<file path="config.mk">
export PLATFORM = sky130hd
export DESIGN_NAME = mem_port_arbiter
export DESIGN_NICKNAME = d
export VERILOG_FILES = /design/src/rtl/mem_port_arbiter.sv
export SDC_FILE = /design/constraint.sdc
export NUM_CORES = 1
export LEC_CHECK = 0
export BUFFER_PORTS_ARGS = -buffer_cell sky130_fd_sc_hd__buf_2
export CAP_MARGIN = 20
export CORE_AREA = 2 2 240 242
export CTS_BUF_LIST = sky130_fd_sc_hd__clkbuf_2
export CTS_CLUSTER_SIZE = 16
export DETAILED_ROUTE_END_ITERATION = 6
export DIE_AREA = 0 0 242 244
export PLACE_DENSITY_LB_ADDON = 0.12
export SYNTH_ARGS = -nofsm -noshare
export SYNTH_HDL_FRONTEND = slang
export SYNTH_SLANG_ARGS = --single-unit
</file>
<file path="constraint.sdc">
create_clock -name clk -period 1.7 [get_ports clk]
set_clock_uncertainty 0.1 [all_clocks]
set_input_delay 0 -clock clk [delete_from_list [all_inputs] [get_ports clk]]
set_output_delay 0 -clock clk [all_outputs]
set_load 0.01 [all_outputs]
</file>
<file path="src/rtl/mem_port_arbiter.sv">
`default_nettype none
// ============================================================================
// Module   : mem_port_arbiter
// Brief    : Round-robin owner of the main-memory port for icache and dcache
//            line transfers, returning a one-cycle done pulse plus line data.
// Revision : 1.0
// ============================================================================
module mem_port_arbiter #(
    parameter int ADDRESS_WIDTH   = 32,
    parameter int CACHE_LINE_SIZE = 128
) (
    input  logic                       clk,
    input  logic                       reset,
    input  logic                       icache_req_in,
    input  logic [ADDRESS_WIDTH-1:0]   icache_addr_in,
    input  logic                       dcache_req_in,
    input  logic                       dcache_write_in,
    input  logic [ADDRESS_WIDTH-1:0]   dcache_addr_in,
    input  logic [CACHE_LINE_SIZE-1:0] dcache_wdata_in,
    input  logic                       mem_ready_in,
    input  logic [CACHE_LINE_SIZE-1:0] mem_rdata_in,
    output logic                       mem_req_out,
    output logic                       mem_write_out,
    output logic [ADDRESS_WIDTH-1:0]   mem_addr_out,
    output logic [CACHE_LINE_SIZE-1:0] mem_wdata_out,
    output logic [CACHE_LINE_SIZE-1:0] rdata_out,
    output logic                       icache_done_out,
    output logic                       dcache_done_out,
    output logic                       busy_out
);

    typedef enum logic [1:0] {
        S_IDLE        = 2'd0,
        S_ICACHE_XFER = 2'd1,
        S_DCACHE_XFER = 2'd2,
        S_DONE        = 2'd3
    } state_t;

    localparam logic c_grant_icache = 1'b0;
    localparam logic c_grant_dcache = 1'b1;

    state_t                       r_state,       w_state;
    logic                         r_last_grant,  w_last_grant;
    logic                         r_mem_req,     w_mem_req;
    logic                         r_mem_write,   w_mem_write;
    logic [ADDRESS_WIDTH-1:0]     r_mem_addr,    w_mem_addr;
    logic [CACHE_LINE_SIZE-1:0]   r_mem_wdata,   w_mem_wdata;
    logic [CACHE_LINE_SIZE-1:0]   r_rdata,       w_rdata;
    logic                         r_icache_done, w_icache_done;
    logic                         r_dcache_done, w_dcache_done;
    logic                         r_busy;
    logic                         w_busy;
    logic                         w_icache_wins;

    // On a tie the side that did not win last time takes the port.
    assign w_icache_wins = icache_req_in &&
                           (!dcache_req_in || (r_last_grant == c_grant_dcache));
    assign w_busy        = (w_state != S_IDLE);

    always_comb begin
        w_state       = r_state;
        w_last_grant  = r_last_grant;
        w_mem_req     = r_mem_req;
        w_mem_write   = r_mem_write;
        w_mem_addr    = r_mem_addr;
        w_mem_wdata   = r_mem_wdata;
        w_rdata       = r_rdata;
        w_icache_done = 1'b0;
        w_dcache_done = 1'b0;
        case (r_state)
            S_IDLE: begin
                if (w_icache_wins) begin
                    w_state      = S_ICACHE_XFER;
                    w_last_grant = c_grant_icache;
                    w_mem_req    = 1'b1;
                    w_mem_write  = 1'b0;
                    w_mem_addr   = icache_addr_in;
                    w_mem_wdata  = '0;
                end else if (dcache_req_in) begin
                    w_state      = S_DCACHE_XFER;
                    w_last_grant = c_grant_dcache;
                    w_mem_req    = 1'b1;
                    w_mem_write  = dcache_write_in;
                    w_mem_addr   = dcache_addr_in;
                    w_mem_wdata  = dcache_wdata_in;
                end
            end
            S_ICACHE_XFER, S_DCACHE_XFER: begin
                if (mem_ready_in) begin
                    // Write-backs return no data, so the last read line is kept.
                    if (!r_mem_write) begin
                        w_rdata = mem_rdata_in;
                    end
                    w_mem_req     = 1'b0;
                    w_icache_done = (r_state == S_ICACHE_XFER);
                    w_dcache_done = (r_state == S_DCACHE_XFER);
                    w_state       = S_DONE;
                end
            end
            S_DONE: begin
                w_state = S_IDLE;
            end
            default: begin
                w_state = S_IDLE;
            end
        endcase
    end

    always_ff @(posedge clk) begin
        if (reset) begin
            r_state       <= S_IDLE;
            r_last_grant  <= c_grant_dcache;
            r_mem_req     <= 1'b0;
            r_mem_write   <= 1'b0;
            r_mem_addr    <= '0;
            r_mem_wdata   <= '0;
            r_rdata       <= '0;
            r_icache_done <= 1'b0;
            r_dcache_done <= 1'b0;
            r_busy        <= 1'b0;
        end else begin
            r_state       <= w_state;
            r_last_grant  <= w_last_grant;
            r_mem_req     <= w_mem_req;
            r_mem_write   <= w_mem_write;
            r_mem_addr    <= w_mem_addr;
            r_mem_wdata   <= w_mem_wdata;
            r_rdata       <= w_rdata;
            r_icache_done <= w_icache_done;
            r_dcache_done <= w_dcache_done;
            r_busy        <= w_busy;
        end
    end

    assign mem_req_out     = r_mem_req;
    assign mem_write_out   = r_mem_write;
    assign mem_addr_out    = r_mem_addr;
    assign mem_wdata_out   = r_mem_wdata;
    assign rdata_out       = r_rdata;
    assign icache_done_out = r_icache_done;
    assign dcache_done_out = r_dcache_done;
    assign busy_out        = r_busy;

endmodule
`default_nettype wire

</file>
==> results.cfg, run 1 <==
[status]
status = stopped before the end
haltStage = clock tree synthesis
stop_error = [ERROR RSZ-0060] Max buffer count reached.

[floorplan]
ioPinCount = 619
die_h_um = 244
num_rows = 87
die_x_um = 242
start_util_pct = 18.5

[placement]
placed_cell_area_sq_um = 14700
io_buffers = 618
place.gp.congestion = 0.852
dp_hpwl_um = 33300

[yosys]
ys.flop_type = dfxtp_1
synth_top_area_share_pct = 57.0
synthTopCellsByCount = 296 x dfxtp_1, 292 x nand2_1, 168 x nor2_1
synthArstFlopShare_pct = 0
synth_area_leaders = dfxtp_1 57%, nand2_1 11%, a22oi_1 9.3%, a21oi_1 6.4%, nor2_1 6.1%
syn-num-nets = 1538
ys_seq_area_share_pct = 57.0
synth_edf_count = 0
synth.most_common_cell = dfxtp_1
syn-instance-count = 1209
synth.distinct_cells = 26
synth.largest_area_cell = dfxtp_1
ys_seq_elements = 296
postSynthAreaPerCell_sq_um = 8.59
yosys_warnings = 0
syn-cell-area_sq_um = 10400

[clock_tree]
hold_buffers = 540
root_buffer = clkbuf_2
cts_resized = 685
cts_buffer_depth = 3
cts_buffers = 88
post_cts_buffers = 19
htreeDepth = 3
clock_sinks = 296
[per-stage QoR]
stage | hold WS [ns] | TNS (ns) | worst slack (ns) | utilization, % | instances
3_5_place_dp | 0.141 | -10.17 | -0.112 | 26.3 | 2538
2_1_floorplan | 0.0360 | 0 | 0.0285 | - | 1209
3_3_place_gp | 0.134 | -8.98 | -0.0852 | 26.3 | 2538
[logic make-up after synthesis]
family                     synth area share [%]
adders and majority gates                 0.361
muxes                                     0.205
AOI/OAI and AO/OA                          18.9
and+or+nand+nor                            18.5
DFF                                        57.0
buffers and inverters                      5.02
==> run 2, diff against run 1 <==
--- a/config.mk
+++ b/config.mk
@@ -8,11 +8,9 @@
 export BUFFER_PORTS_ARGS = -buffer_cell sky130_fd_sc_hd__buf_2
 export CAP_MARGIN = 20
 export CORE_AREA = 2 2 240 242
-export CTS_BUF_LIST = sky130_fd_sc_hd__clkbuf_2
-export CTS_CLUSTER_SIZE = 16
 export DETAILED_ROUTE_END_ITERATION = 6
 export DIE_AREA = 0 0 242 244
-export PLACE_DENSITY_LB_ADDON = 0.12
+export PLACE_DENSITY_LB_ADDON = 0.15
 export SYNTH_ARGS = -nofsm -noshare
 export SYNTH_HDL_FRONTEND = slang
 export SYNTH_SLANG_ARGS = --single-unit
==> constraint.sdc (replaced) <==
create_clock -name clk -period 2.2 [get_ports clk]
set_clock_uncertainty 0.1 [all_clocks]
set_input_delay 0 -clock clk [delete_from_list [all_inputs] [get_ports clk]]
set_output_delay 0 -clock clk [all_outputs]
set_load 0.01 [all_outputs]
==> run 2 against run 1 <==
The run now ends clean. Synthesized area unchanged. Synthesized cell count unchanged.
==> results.cfg, run 2 <==
[status]
status = complete, no violations

[global_route]
grt_max_degree = 74
first_global_vias = 12288
antenna_found_initial = 1
grt_pass1_wl_um = 68100
grt-ovfl-total = 0
gr-usage-all-layers_pct = 14.3

[clock_tree]
path_clk_slew_ns = 0.06
clk_latency_ns = 0.53
cts_buffer_depth = 3
cts_tree = yes
htreeDepth = 2
clock_sinks = 296
root_buffer = clkbuf_16
cts_buffers = 37

[layout]
final_cell_mix = 617 x buf_2, 327 x dlygate4sd3_1, 296 x dfxtp_1, 292 x nand2_1, 166 x nor2_1
final_util_pct = 33.8
syn_to_final_growth_pct = 82.5
final_common_cell = buf_2
drive_gt1_share_pct = 33.6
num-nets-final = 2455

[yosys]
syn-num-nets = 1538
ys_seq_elements = 296
yosys_warnings = 0
synth_edf_count = 0
synth_area_leaders = dfxtp_1 57%, nand2_1 11%, a22oi_1 9.3%, a21oi_1 6.4%, nor2_1 6.1%
ys_seq_area_share_pct = 57.0
synthTopCellsByCount = 296 x dfxtp_1, 292 x nand2_1, 168 x nor2_1
synth.most_common_cell = dfxtp_1
synth_top_area_share_pct = 57.0
synth.distinct_cells = 26
syn-instance-count = 1209
postSynthAreaPerCell_sq_um = 8.59
synthArstFlopShare_pct = 0
synth.largest_area_cell = dfxtp_1
syn-cell-area_sq_um = 10400
ys.flop_type = dfxtp_1

[placement]
place.gp.congestion = 0.916
dp_hpwl_um = 31000
io_buffers = 618
place_ws_ns = 0.252

[critical_path]
path_class = flop to flop
r2r-end = r_state[0]
rr_worst_depth = 6
critPathLaunch = r_last_grant
crit_path_end_kind = flop
cp_max_fo = 33
reg2reg_slack_ns = 0.14
cp-start-kind = flop
worstPathRequired_ns = 2.56
r2r_start = r_last_grant
crit_end = r_state[0]
crit_arrival_ns = 2.43

[sta]
setup_viol = 0
grt_setup_unrepaired = false
max_slew.worst_pin.slew_ns = 0.741
fmax_mhz = 485
fin_crit_sh_pct = 93.8
hold_viol_final = 0
fin_ws_ns = 0.137
max_slew_margin_pct = 50.4
setup-tns-final_ns = 0
final_max_slew_viol_count = 0
post-route-min-period_ns = 2.06

[detailed_routing]
num_vias = 12045
routedWlPerCell_um = 15.2
first_pass_iters = 5
avgViaCountPerCell = 4.14
dr_wl_met3_um = 3030
routed.top_layer = met4
route.antenna.remaining_nets = 0
routed_wl_um = 44200
met2_length_um = 21600
drc = 0
met1_length_um = 17900
initialDrtViolationCount = 429

[floorplan]
start_util_pct = 18.5
die_h_um = 244
num_rows = 87
ioPinCount = 619
die-area_sq_um = 59000
die_x_um = 242
core-area_sq_um = 56200

[worst_hold_path]
whs_path_depth = 4
worstHoldPathType = input port to flop

[pwr]
p_per_area_nw_per_um2 = 1060
p_leak_nw = 8.63
vdd_ir_drop_max_uv = 602
finalPower_mw = 20.0

[flow_run]
maxCapViolCount = 0
run 2: cell counts after synthesis:
No cell type changed its count.
run 2: how the worst min path moves through the flow:
stage	start	to	slack (ns)
2_1_floorplan	mem_rdata_in[0]	rdata_out[0]	0.04
3_3_place_gp	dcache_wdata_in[66]	mem_wdata_out[66]	0.13
3_5_place_dp	dcache_wdata_in[116]	mem_wdata_out[116]	0.14
4_1_cts	dcache_wdata_in[73]	mem_wdata_out[73]	0.09
5_1_grt	dcache_wdata_in[121]	mem_wdata_out[121]	0.12
6_report	dcache_wdata_in[116]	mem_wdata_out[116]	0.13
run 2: where the power goes:
| part | leakage (nW) | switching, mW | internal (mW) |
|---|---|---|---|
| Sequential | 2.42 | 0.571 | 6.52 |
| Clock | 0.595 | 2.35 | 3.71 |
| Combinational | 5.62 | 4.00 | 2.87 |
| Total | 8.63 | 6.92 | 13.1 |
run 2: kinds of logic after synthesis:
family                     after synthesis  share of synthesized area [%]
AOI/OAI and AO/OA                      300                           18.9
DFF                                    296                           57.0
muxes                                    2                          0.205
adders and majority gates                3                          0.361
buffers and inverters                  111                           5.02
and+or+nand+nor                        497                           18.5
run 2: layout make-up:
cell class / instances / area, sq um
Multi-Input combinational cell: 802 / 3980
Tap cell: 756 / 946
Clock buffer: 57 / 1150
Timing Repair Buffer: 985 / 6880
Sequential cell: 296 / 5930
Inverter: 4 / 15.0
Fill cell: 5957 / 37200
Antenna cell: 1 / 2.50
Clock inverter: 6 / 63.8
run 2: per-layer routing:
| layer | track usage, % | vias to the layer above |
|---|---|---|
| met5 | 0 | - |
| met4 | 6.32 | 0 |
| met3 | 4.09 | 93 |
| met2 | 24.9 | 453 |
| met1 | 16.3 | 5563 |
| li1 | - | 5936 |
run 2: timing repair:
action,4_1_cts,5_1_grt
endpoints found under the hold margin,296,0
gates resized for setup,0,1
setup endpoints to repair,0,1
buffers inserted,0,0
hold buffers,327,0
run 2: stage by stage:
step	instances	cell area (sq um)	hold slack (ns)
floorplan	1209	10400	0.0360
global placement	2516	14500	0.135
detailed placement	2516	14500	0.143
CTS	2906	19000	0.0850
global route	2907	19000	0.117
finish	2907	19000	0.130
run 2: worst max-delay path: stages (launching register included):
cell and delay [ns]:
dfxtp_1 0.41, nand2b_1 0.17, buf_4 0.38, a21oi_1 0.12
a2bb2oi_1 0.16, dlygate4sd3_1 0.56, nor2_1 0.08
Note: power is estimated with default switching activity, not from simulation.
